File: src/rtl/cpu_pkg.sv
// Shared types for the 2-stage MIPS core: fetch FSM states, PC source select, NOP encoding.
package cpu_pkg;

    typedef enum logic [1:0] {FILL, RUN, STALL, HALT} fetch_state_t;

    typedef enum logic [1:0] {PC_SEQ, PC_BR, PC_J, PC_JR} pc_src_t;

    localparam logic [31:0] NOP_INSTR = 32'b0;

endpackage

File: src/rtl/next_pc_calc.sv
// Combinational next-PC selection: sequential, conditional branch, jump, jump-register.
module next_pc_calc
    import cpu_pkg::*;
#(
    parameter int unsigned PC_W = 12
) (
    input  logic [PC_W-1:0] pc,
    input  pc_src_t         pc_src,
    input  logic            branch_ne,
    input  logic            zero,
    input  logic [15:0]     imm,
    input  logic [25:0]     jtarget,
    input  logic [31:0]     rs,
    output logic [PC_W-1:0] next_pc
);

    logic [31:0]     imm_sext;
    logic [PC_W-1:0] pc_inc;
    logic            taken;

    assign imm_sext = {{16{imm[15]}}, imm};
    assign pc_inc   = pc + PC_W'(1);
    assign taken    = zero ^ branch_ne;

    // pc already points at the delay slot, so the offset is applied to branch PC + 1
    always_comb begin
        next_pc = pc_inc;
        unique case (pc_src)
            PC_SEQ: next_pc = pc_inc;
            PC_BR:  next_pc = taken ? (pc + imm_sext[PC_W-1:0]) : pc_inc;
            PC_J:   next_pc = jtarget[PC_W-1:0];
            PC_JR:  next_pc = rs[PC_W+1:2];
            default: next_pc = pc_inc;
        endcase
    end

endmodule

File: src/rtl/fetch_sequencer.sv
// Owns the fetch PC, the instruction_EX load/hold/clear sequencing, halt/stall handling
// and the saturating retired-instruction counter.
module fetch_sequencer
    import cpu_pkg::*;
#(
    parameter int unsigned PC_W     = 12,
    parameter int unsigned RESET_PC = 0,
    parameter int unsigned CNT_W    = 32
) (
    input  logic             clk,
    input  logic             rst,
    input  logic [1:0]       pc_src_EX,
    input  logic             branch_ne_EX,
    input  logic             zero_EX,
    input  logic [15:0]      imm_EX,
    input  logic [25:0]      jtarget_EX,
    input  logic [31:0]      rs_EX,
    input  logic             halt_EX,
    input  logic             stall_req,
    output logic [PC_W-1:0]  pc_FETCH,
    output logic             instr_load_en,
    output logic             instr_clear,
    output logic             valid_EX,
    output logic             halted,
    output logic [CNT_W-1:0] retired
);

    fetch_state_t     state_q, state_d;
    logic [PC_W-1:0]  pc_q, pc_d;
    logic [CNT_W-1:0] retired_q, retired_d;
    logic             valid_q, valid_d;
    logic [PC_W-1:0]  next_pc;
    logic             advance;
    logic             count;

    next_pc_calc #(
        .PC_W (PC_W)
    ) u_next_pc_calc (
        .pc        (pc_q),
        .pc_src    (pc_src_t'(pc_src_EX)),
        .branch_ne (branch_ne_EX),
        .zero      (zero_EX),
        .imm       (imm_EX),
        .jtarget   (jtarget_EX),
        .rs        (rs_EX),
        .next_pc   (next_pc)
    );

    always_ff @(posedge clk or posedge rst) begin
        if (rst) begin
            state_q   <= FILL;
            pc_q      <= PC_W'(RESET_PC);
            retired_q <= '0;
            valid_q   <= 1'b0;
        end else begin
            state_q   <= state_d;
            pc_q      <= pc_d;
            retired_q <= retired_d;
            valid_q   <= valid_d;
        end
    end

    always_comb begin
        state_d = state_q;
        unique case (state_q)
            FILL:  state_d = RUN;
            RUN:   begin
                if (halt_EX)        state_d = HALT;
                else if (stall_req) state_d = STALL;
            end
            STALL: if (!stall_req) state_d = RUN;
            HALT:  state_d = HALT;
            default: state_d = FILL;
        endcase
    end

    always_comb begin
        advance       = 1'b0;
        count         = 1'b0;
        instr_load_en = 1'b0;
        instr_clear   = 1'b0;
        valid_d       = valid_q;
        unique case (state_q)
            FILL: begin
                advance = 1'b1;
                valid_d = 1'b0;
            end
            RUN, STALL: begin
                if (state_q == RUN && halt_EX) begin
                    // halt wins over a simultaneous stall and still retires
                    instr_clear = 1'b1;
                    count       = 1'b1;
                    valid_d     = 1'b0;
                end else if (!stall_req && !halt_EX) begin
                    advance = 1'b1;
                    count   = 1'b1;
                    valid_d = 1'b1;
                end
            end
            HALT: valid_d = 1'b0;
            default: valid_d = 1'b0;
        endcase
        instr_load_en = advance;
        pc_d          = advance ? next_pc : pc_q;
        retired_d     = (count && retired_q != '1) ? retired_q + CNT_W'(1) : retired_q;
    end

    assign pc_FETCH = pc_q;
    assign valid_EX = valid_q;
    assign halted   = (state_q == HALT);
    assign retired  = retired_q;

endmodule

File: config.mk
export PLATFORM = sky130hd
export DESIGN_NAME = fetch_sequencer
export DESIGN_NICKNAME = d
export VERILOG_FILES = /design/src/rtl/cpu_pkg.sv /design/src/rtl/next_pc_calc.sv /design/src/rtl/fetch_sequencer.sv
export SDC_FILE = /design/constraint.sdc
export NUM_CORES = 1
export LEC_CHECK = 0
export BUFFER_PORTS_ARGS = -buffer_cell sky130_fd_sc_hd__buf_2
export CORE_MARGIN = 2
export CORE_UTILIZATION = 50
export DETAILED_ROUTE_END_ITERATION = 8
export GPL_ROUTABILITY_DRIVEN = 1
export PLACE_DENSITY = 0.91
export SKIP_LAST_GASP = 1
export SYNTH_ARGS = -nofsm -noshare
export SYNTH_HDL_FRONTEND = slang
export SYNTH_SLANG_ARGS = --single-unit
File: constraint.sdc
create_clock -name clk -period 3 [get_ports clk]
set_clock_uncertainty 0.15 [all_clocks]
set_input_delay 0.6 -clock clk [delete_from_list [all_inputs] [get_ports clk]]
set_output_delay 0.6 -clock clk [all_outputs]
set_load 0.005 [all_outputs]
# Yosys cells after proc, flatten, opt, wreduce, memory -nomap -nowiden
# Cells that the tools add are included.
# totals
reg_bits,47
inputBits,82
word_cells,44
output_inout_bits,48
# classes
bitwise_logic,1
addsub,3
n_mux,16
n_reduce_logical,10
n_eq_ne,10
# ops
cell,count
12-bit one-hot mux with 4 select lines,1
32-bit by 1-bit adder with 32-bit output (second input constant),1
32-bit inequality test (second input constant),1
12-bit by 1-bit adder with 12-bit output (second input constant),1
12-bit adder,1
12-bit 2-to-1 mux,1
2-bit == test (second input constant),4
1-bit 2-to-1 mux,8
2-bit one-hot mux with 4 select lines,1
2-bit 2-to-1 mux,3
3-bit inequality test (second input constant),2
2-bit by 1-bit == test with 1-bit output (second input constant),2
2-bit logical NOT,2
1-bit one-hot mux with 2 select lines,2
2-bit OR reduction,2
1-bit logical AND,3
1-bit logical NOT,2
2-bit inequality test (second input constant),1
2-bit AND reduction,1
1-bit bitwise XOR,1

# Longest topological paths before layout
# Gate-level depths: netlist of the first run.
# logic_depth
word_depth,6
ltp_mapped,10
depth_no_buf,9

# Modules after synthesis
# From an unflattened synthesis of the first run, not the netlist that was laid out.
# hier_totals
cells_unflattened,349
hier_area_um2,3424.5
# by_module_without_submodules
module,seq_area_each_um2,area_per_inst_um2,cells_per_inst,instances
fetch_sequencer,1176.1,2278.4,190,1
next_pc_calc,0.0,1146.1,159,1

# Worst setup path before layout of the first run
# OpenSTA, ideal clock, no wires.
# synth_path
path_type,reg2out
start,register state_q[0]
end,output port instr_load_en
stages_incl_launch_ff,8
slack_ns,0.632
arrival_time_ns,1.618
cell_sequence,dfrtp_1 > inv_1 > ha_1 > nor3b_1 > o21bai_1 > clkbuf_1 > inv_1 > clkbuf_1
# synth_between
elab_chain_len,4
# synth_lines
element,line,source
from (decl),fetch_sequencer.sv:28,"fetch_state_t state_q, state_d;"
from (signal assigned),fetch_sequencer.sv:56,state_q <= state_d;
2-bit by 1-bit == test with 1-bit output,"fetch_sequencer.sv:83, fetch_sequencer.sv:89",
1-bit logical AND,fetch_sequencer.sv:89,if (state_q == RUN && halt_EX) begin
1-bit 2-to-1 mux,fetch_sequencer.sv:89,
1-bit one-hot mux with 2 select lines (*),fetch_sequencer.sv:83,unique case (state_q)
to (decl),fetch_sequencer.sv:21,"output logic instr_load_en,"
# Every way passes the cells marked *; elsewhere a longest branch is shown, timed or not.

# Worst setup path in the final report of the first run
# Same ends and word-level chain as after synthesis.

==> impl_metrics.tcl, run 1 <==
set metrics [dict create \
    status "finished, final reports clean" \
    synth_simple_gate_area_frac 0.2241 \
    setup_violations 0 \
    synth_mux_area_frac 0.03391 \
    dieWidth_microns 86.40 \
    first_global_vias 3064 \
    vias_per_cell 5.727 \
    critical_path_required_ns 2.25 \
    critPathCaptureType "primary output" \
    ir_drop_mv 0.2591 \
    fin_nets 583 \
    worst_ep_arrival_time_ns 1.90 \
    netSwitchingFraction 0.3484 \
    ys.flop_type "dfrtp_1" \
    post-route-drc-count 0 \
    switchingPower_mw 0.6868 \
    worstSetupPathType "flop to primary output" \
    p_seq_frac 0.409 \
    fin_crit_sh 0.8837 \
    rsz0062_at_grt "false" \
    multiInputGateArea_sq_um 2081 \
    min_path_type "primary input to asynchronous set/reset pin" \
    wire_per_inst_microns 14.98 \
    post-synth-top-count-cell "dfrtp_1" \
    fin_total_pwr_mw 1.971 \
    numPortBuffers 91 \
    grt_max_degree 30 \
    gp_congestion 0.8604 \
    grtUsageMet3 0.04286 \
    power_frac_comb 0.343 \
    clock.fmax_mhz 377.2 \
    antenna_found_initial 0 \
    ys_ff_latch 47 \
    dr.pass1.iters 4 \
    path_clk_slew_ns 0.09 \
    grt_pass1_wl_microns 14170 \
    synth_top_cell_by_area "dfrtp_1" \
    max-slew-margin-rel 0.5980 \
    syn_area_per_cell_sq_um 8.615 \
    max_stage_delay_ns 0.43 \
    slew_viol_final 0 \
    use_met1 0.3171 \
    period_needed_ns 2.651 \
    vias 3230 \
    path_common_cell "inv_1" \
    core_sq_um 6681 \
    netlist_top_cells_count "47 x dfrtp_1, 34 x nand2_1, 31 x a21oi_1" \
    num_antenna_cells 0 \
    leakagePower_nw 1.980 \
    fill_cells 597 \
    die_area_sq_um 7464 \
    synth.distinct_cells 57 \
    synth_area_leaders "dfrtp_1 35%, xnor2_1 6.7%, ha_1 6.3%" \
    synth_top_area_frac 0.3465 \
    htreeDepth 2 \
    worst_pin_slew_ns 0.5967 \
    synth-compound-area-share 0.1832 \
    cpMaxStageDelayCell "dfrtp_1" \
    yosysWarnings 0 \
    dp_hpwl_microns 6402 \
    busiest_layer "met2" \
    antenna_left 0 \
    drive_gt1_frac 0.2417 \
    cts_sinks 47 \
    fin_setup_tns_ns 0 \
    async_flop_share 1.000 \
    drtIter0Drc 171 \
    cp_cell_sequence "inv_1 > ha_1 > nor3b_1 > o21bai_1 > buf_4 > inv_1 > buf_2" \
    overflow 0 \
    synth_top_family_by_area "simple AND/OR/NAND/NOR gates" \
    seq_area_frac_synth 0.3465 \
    post_cts_resized 0 \
    p_int_mw 1.285 \
    area_growth_syn_to_layout_pct 19.20 \
    synth_edf_count 0 \
    grtUsageMet2 0.3860 \
    grt_use_total 0.2325 \
    clkPwrFrac 0.248 \
    regArea_sq_um 1176 \
    die_h_microns 86.40 \
    pin_count 130 \
    cp-start-kind "flop" \
    start_util 0.5081 \
    post-cts-setup-buffer-count 0 \
    netlist_instances 394 \
    cellPowerDensity_nw_per_um2 487.2 \
    finalHoldViolations 0 \
    cts_tree "yes" \
    maxCapViolCount 0 \
    worstPathMaxFanout 20 \
    wl_microns 8446 \
    cts.path.max_buffers 2 \
    clock_latency_ns 0.30 \
    row_count 30 \
    yosys.area_share.adder 0.06856 \
    synth_xor_area_frac 0.1032 \
    hold_buffers 0 \
    syn_nets 494 \
    syn_area_sq_um 3395 \
    cts_made_buffers 5 \
    clockRootBuffer "clkbuf_8" \
]
==> routing by layer <==
metal  wire [microns]  up-vias
met4               77        0
met1             3852     1544
met3              418        8
li1                 -     1591
met5                0        -
met2             4098       87
==> cells in the final DEF, fill, tap and decap left out, types with 6 or more instances in the layout <==
master	n
o21ai_0	21
nor2_1	28
ha_1	17
nand4_1	10
nand2_1	34
nor3_1	13
buf_2	91
a21oi_1	31
mux2i_1	7
inv_1	22
xor2_1	14
dfrtp_1	47
and2_1	7
nand3_1	15
clkbuf_8	6
and3_1	6
xnor2_1	26
==> flip-flops by register name, indices dropped and copies added (netlist names) <==
| signal | count |
|---|---|
| pc_FETCH | 12 |
| valid_EX | 1 |
| retired | 32 |
| state_q | 2 |
==> final cells by class <==
type / instances / share of cell area
Clock buffer: 6 / 0.02041
Clock inverter: 2 / 0.008658
Inverter: 23 / 0.02134
Multi-Input combinational cell: 311 / 0.5142
Sequential cell: 47 / 0.2907
Tap cell: 80 / 0.02474
Timing Repair Buffer: 95 / 0.1200
==> metrics by stage <==
step | utilization | setup slack, ns | instance area (sq um) | cells | hold WS, ns
after floorplan | - | 0.6316 | 3395 | 394 | 0.3276
after global placement | 0.5880 | 0.3611 | 3929 | 556 | 0.3193
after detailed placement | 0.5880 | 0.3479 | 3929 | 556 | 0.3319
after CTS | 0.6056 | 0.3380 | 4046 | 564 | 0.1303
after global routing | 0.6056 | 0.1834 | 4046 | 564 | 0.1328
final | 0.6056 | 0.3489 | 4046 | 564 | 0.1148
==> worst max-delay path, delay by kind of cell, from the launching register on <==
family	cells	cell delay [ns]
buf+inv	4	0.55
flops	1	0.43
fa+ha+maj	1	0.35
simple gates	1	0.15
compound gates	1	0.12
==> cell families (layout without fill, tap and decap cells) <==
group / Yosys count / count (layout)
and+or+nand+nor: 144 / 144
AOI/OAI and AO/OA: 98 / 98
muxes: 11 / 11
buffers and inverters: 36 / 126
adders and majority gates: 18 / 18
DFF: 47 / 47
xor gates and xnor gates: 40 / 40
==> path summary, 6_finish.rpt <==
path	startpoint	end	slack (ns)	depth (start not counted)
min in group clk	retired[16]	retired[16]	0.34	1
worst min-delay path	rst	retired[9]	0.11	2
max in group asynchronous	rst	retired[30]	1.85	3
worst max-delay path	state_q[0]	instr_load_en	0.35	7
worst max register to register	state_q[1]	retired[13]	0.44	8
worst min register to register	retired[16]	retired[16]	0.34	1
==> power groups by stage <==
stage               Sequential (mW)  Clock [mW]  Combinational, mW
finish                        0.806       0.489              0.676
global route                  0.822       0.520              0.761
CTS                           0.804       0.499              0.676
detailed placement            0.816           0              0.673
global placement              0.809           0              0.651
floorplan                     0.799           0              0.469
No activity file was read; power rests on OpenSTA's default activity.
==> run 2: changes to the inputs <==
--- a/config.mk
+++ b/config.mk
@@ -7,10 +7,10 @@
 export LEC_CHECK = 0
 export BUFFER_PORTS_ARGS = -buffer_cell sky130_fd_sc_hd__buf_2
 export CORE_MARGIN = 2
-export CORE_UTILIZATION = 50
+export CORE_UTILIZATION = 45
 export DETAILED_ROUTE_END_ITERATION = 8
 export GPL_ROUTABILITY_DRIVEN = 1
-export PLACE_DENSITY = 0.91
+export PLACE_DENSITY = 0.87
 export SKIP_LAST_GASP = 1
 export SYNTH_ARGS = -nofsm -noshare
 export SYNTH_HDL_FRONTEND = slang
==> constraint.sdc (replaced) <==
create_clock -name clk -period 2.1 [get_ports clk]
set_clock_uncertainty 0.15 [all_clocks]
set_input_delay 0.42 -clock clk [delete_from_list [all_inputs] [get_ports clk]]
set_output_delay 0.42 -clock clk [all_outputs]
set_load 0.02 [all_outputs]
==> impl_metrics.tcl, run 2 (synthesis results as in run 1) <==
set metrics [dict create \
    status "finished, violations left" \
    violations "negative setup slack" \
    netSwitchingFraction 0.3641 \
    final_common_cell "buf_2" \
    die_h_microns 90.85 \
    min_path_type "primary input to flop" \
    ir_drop_mv 0.3902 \
    wl_microns 11130 \
    clkPwrFrac 0.229 \
    grt_max_degree 21 \
    hp-start "halt_EX" \
    worst_ep_arrival_time_ns 1.75 \
    cp-start-kind "flop" \
    reg2reg_to "retired[30]" \
    numPortBuffers 91 \
    pin_count 130 \
    htreeDepth 2 \
    core_sq_um 7292 \
    area_growth_syn_to_layout_pct 48.91 \
    setup_violations 24 \
    fin_setup_tns_ns -2.108 \
    worstPathMaxFanout 4 \
    path_clk_slew_ns 0.09 \
    power_frac_comb 0.446 \
    grt_use_total 0.2540 \
    antenna_found_initial 0 \
    fin_total_pwr_mw 3.462 \
    whs_path_depth 2 \
    leakagePower_nw 2.455 \
    antenna_left 0 \
    cts_made_buffers 5 \
    drtIter0Drc 300 \
    worst_pin_slew_ns 0.4350 \
    fin_crit_sh 1.107 \
    row_count 31 \
    fin_nets 668 \
    p_seq_frac 0.324 \
    ff2ff_path_depth 6 \
    drive_gt1_frac 0.4306 \
    min_to "state_q[0]" \
    layout_setup_ws_ns -0.2243 \
    rsz0062_at_grt "true" \
    gp_congestion 0.8847 \
    cts.path.max_buffers 2 \
    finalHoldViolations 0 \
    start_util 0.4655 \
    slew_viol_final 0 \
    cellPowerDensity_nw_per_um2 684.9 \
    first_global_vias 3701 \
    vias 3837 \
    r2r_slack_ns -0.21 \
    p_int_mw 2.202 \
    post-route-drc-count 0 \
    period_needed_ns 2.324 \
    max-slew-margin-rel 0.7096 \
    cts_tree "yes" \
    wire_per_inst_microns 16.66 \
    worstSetupPathType "flop to primary output" \
    largest_register_ff_count 32 \
    critPathCaptureType "primary output" \
    clock_latency_ns 0.30 \
    grt_pass1_wl_microns 17180 \
    cts_sinks 47 \
    dieWidth_microns 90.85 \
    dr.pass1.iters 5 \
    dp_hpwl_microns 7751 \
    num_antenna_cells 0 \
    maxCapViolCount 0 \
    r2r_start "retired[19]" \
    critical_path_required_ns 1.53 \
    die_area_sq_um 8254 \
    clock.fmax_mhz 430.2 \
    clockRootBuffer "clkbuf_8" \
    switchingPower_mw 1.261 \
    overflow 0 \
    mostFrequentLayoutCells "89 x buf_2, 80 x buf_4, 43 x dfrtp_1, 32 x nand2_1, 30 x a21oi_1" \
    vias_per_cell 5.744 \
]
## run 2: changes by cell type in the layout (fill, tap and decap cells not counted), moves of 6 or more
cell and change:
buf_4 +76, buf_6 +10, ha_1 -6, o21ai_0 -10
o21ai_1 +7
## run 2: final cells by class
type,count,area [sq um]
Clock inverter,2,60.06
Inverter,23,90.09
Clock buffer,6,72.57
Tap cell,99,123.9
Multi-Input combinational cell,311,2359
Sequential cell,47,1181
Fill cell,570,2237
Timing Repair Buffer,180,1169
## run 2: per-layer routing
layer  vias up  wire length [microns]  GRT usage
li1       1761                      -          -
met1      1865                   4587     0.3240
met2       178                   5604     0.4316
met3        33                    639    0.03506
met4         0                    296     0.1086
met5         -                      0          0
## run 2: what timing repair did
item / 4_1_cts / 5_1_grt
pin swaps: 6 / 17
resized for setup: 24 / 41
endpoints found under the setup margin: 23 / 43
endpoints found under the hold margin: 18 / 0
setup buffers: 8 / 6
hold buffers: 1 / 0
## run 2: metrics by stage
step                utilization  hold slack [ns]  setup slack (ns)  instance area (sq um)  cells
floorplan                     -           0.4002          -0.05855                   3461    394
global placement         0.6225           0.2861           -0.2076                   4539    645
detailed placement       0.6225           0.2974           -0.2518                   4539    645
CTS                      0.6640           0.2959           -0.2105                   4842    662
global route             0.6932           0.3034           -0.3204                   5055    668
finish                   0.6932           0.3051           -0.2243                   5055    668
## run 2: worst max-delay path, cell delays in order (launching register included)
cell and delay [ns]:
dfrtp_2 0.45, inv_2 0.09, ha_4 0.20, nor3b_1 0.13, o21bai_1 0.12, buf_4 0.17, clkinvlp_4 0.14, buf_6 0.16
## run 2: how the worst max path moves through the flow
stage               slack, ns       endpoint   startpoint
finish                  -0.22  instr_load_en   state_q[0]
floorplan               -0.06    pc_FETCH[4]  pc_FETCH[0]
detailed placement      -0.25    pc_FETCH[8]    imm_EX[0]
CTS                     -0.21  instr_load_en   state_q[0]
global placement        -0.21   pc_FETCH[10]    imm_EX[0]
global route            -0.32    retired[30]  retired[19]
## run 2: power by group through the flow
stage / combinational [mW] / clock, mW / sequential (mW)
floorplan: 0.708 / 0 / 1.25
global placement: 1.32 / 0 / 1.12
detailed placement: 1.38 / 0 / 1.13
CTS: 1.41 / 0.805 / 1.11
global route: 1.68 / 0.841 / 1.13
finish: 1.55 / 0.795 / 1.12
==> run 3: changes to the inputs <==
--- a/config.mk
+++ b/config.mk
@@ -6,7 +6,7 @@
 export NUM_CORES = 1
 export LEC_CHECK = 0
 export BUFFER_PORTS_ARGS = -buffer_cell sky130_fd_sc_hd__buf_2
-export CORE_MARGIN = 2
+export CORE_MARGIN = 1.5
 export CORE_UTILIZATION = 45
 export DETAILED_ROUTE_END_ITERATION = 8
 export GPL_ROUTABILITY_DRIVEN = 1
==> constraint.sdc (replaced) <==
create_clock -name clk -period 2.1 [get_ports clk]
set_clock_uncertainty 0.15 [all_clocks]
set_input_delay 0 -clock clk [delete_from_list [all_inputs] [get_ports clk]]
set_output_delay 0 -clock clk [all_outputs]
set_load 0.02 [all_outputs]
==> impl_metrics.tcl, run 3 (synthesis results as in run 1) <==
set metrics [dict create \
    finalHoldViolations 0 \
    path_clk_slew_ns 0.10 \
    drive_gt1_frac 0.3848 \
    multiInputGateArea_sq_um 2271 \
    grt_max_degree 48 \
    cts.path.max_buffers 2 \
    die_h_microns 89.85 \
    pin_count 130 \
    dp_hpwl_microns 7290 \
    final_common_cell "buf_2" \
    status "finished, violations left" \
    fin_util 0.6599 \
    grt_pass1_wl_microns 16760 \
    worst_pin_slew_ns 0.6045 \
    worstPathMaxFanout 4 \
    rsz0062_at_grt "true" \
    vias_per_cell 5.618 \
    ir_drop_mv 0.3500 \
    fin_nets 650 \
    dr.pass1.iters 5 \
    dieWidth_microns 89.85 \
    period_needed_ns 2.228 \
    whs_path_depth 4 \
    final_cells 651 \
    overflow 0 \
    grt_use_total 0.2512 \
    placed_cells 619 \
    worst_ep_arrival_time_ns 2.28 \
    cts_tree "yes" \
    layout_setup_ws_ns -0.1277 \
    mostFrequentLayoutCells "90 x buf_2, 58 x buf_4, 43 x dfrtp_1, 34 x nand2_1, 30 x a21oi_1" \
    min_path_type "primary input to flop" \
    wl_microns 10320 \
    htreeDepth 2 \
    clock.fmax_mhz 448.9 \
    cellPowerDensity_nw_per_um2 676.1 \
    worstSetupPathType "flop to flop" \
    dp_slack_ns -0.1028 \
    violations "negative setup slack" \
    cp-start-kind "flop" \
    maxCapViolCount 0 \
    final_area_sq_um 4812 \
    first_global_vias 3726 \
    clockRootBuffer "clkbuf_8" \
    slew_viol_final 0 \
    cts_sinks 47 \
    row_count 31 \
    post-route-drc-count 0 \
    clock_latency_ns 0.31 \
    area_growth_syn_to_layout_pct 41.76 \
    critical_path_required_ns 2.15 \
    max-slew-margin-rel 0.5970 \
    leakagePower_nw 2.303 \
    vias 3657 \
    max_stage_delay_ns 0.48 \
    wire_per_inst_microns 15.85 \
    setup_violations 21 \
    antenna_left 0 \
    ff2ff_path_depth 8 \
    antenna_found_initial 1 \
    fill_cells 601 \
    numPortBuffers 91 \
    largest_register_ff_count 32 \
    critPathCaptureType "flop" \
    fin_crit_sh 1.061 \
    start_util 0.4655 \
    cpMaxStageDelayCell "or3b_4" \
    core_sq_um 7292 \
    fin_setup_tns_ns -1.308 \
    die_area_sq_um 8073 \
    drtIter0Drc 212 \
    gp_congestion 0.8960 \
    cts_made_buffers 5 \
    regArea_sq_um 1181 \
    placed_area_sq_um 4344 \
    cp_cell_sequence "inv_2 > ha_4 > and2_4 > o211ai_1 > nor3_4 > or3b_4 > buf_4 > xnor2_1" \
]
==> run 3: cell type report <==
| cell class | instances | share of cell area |
|---|---|---|
| Multi-Input combinational cell | 311 | 0.4719 |
| Sequential cell | 47 | 0.2454 |
| Timing Repair Buffer | 161 | 0.2119 |
| Tap cell | 99 | 0.02574 |
| Inverter | 23 | 0.01872 |
| Clock buffer | 5 | 0.01430 |
| Clock inverter | 3 | 0.009880 |
| Timing Repair inverter | 1 | 0.001560 |
| Antenna cell | 1 | 0.0005200 |
==> run 3: worst paths after layout <==
path | endpoint | slack [ns] | startpoint
hold / removal | pc_FETCH[4] | 0.004 | jtarget_EX[4]
min in group asynchronous | pc_FETCH[11] | 0.22 | rst
hold reg to reg | retired[30] | 0.34 | retired[30]
setup / recovery | retired[24] | -0.13 | state_q[1]
max in group asynchronous | pc_FETCH[2] | 1.12 | rst
setup reg to reg | retired[24] | -0.13 | state_q[1]
==> run 3: repair_timing <==
action / in CTS / in global routing
endpoints found under the setup margin: 16 / 42
hold endpoints to repair: 54 / 0
hold buffers: 10 / 0
gates resized for setup: 13 / 30
cloned: 0 / 1
pin swaps: 8 / 16
buffers inserted: 6 / 7
==> run 3: report_power, final <==
part / leakage [nW] / total, mW / internal (mW) / switching (mW)
clock: 0.0587 / 0.697 / 0.361 / 0.335
sequential: 0.592 / 1.12 / 1.00 / 0.120
combinational: 1.65 / 1.44 / 0.654 / 0.781
total: 2.30 / 3.25 / 2.02 / 1.24
==> run 3: critical path: cells and delay by family, from the launching register on <==
kind            cells  cell delay (ns)
simple gates        3             0.87
xor+xnor            1             0.11
flops               1             0.41
buf+inv             2             0.27
fa+ha+maj           1             0.14
compound gates      1             0.17
==> run 3: metal layers <==
layer	wire length [microns]	track usage	vias up
li1	-	-	1730
met1	4177	0.3035	1741
met2	5193	0.4389	153
met3	614	0.04230	33
met4	331	0.1111	0
met5	0	0	-
==> run 3: stage by stage <==
step,hold WS (ns),total power [mW]
after detailed placement,0.03841,2.434
after floorplan,0.006082,1.955
after CTS,0.006534,3.182
after global placement,0.03808,2.379
after global routing,0.04009,3.434
final,0.003905,3.253
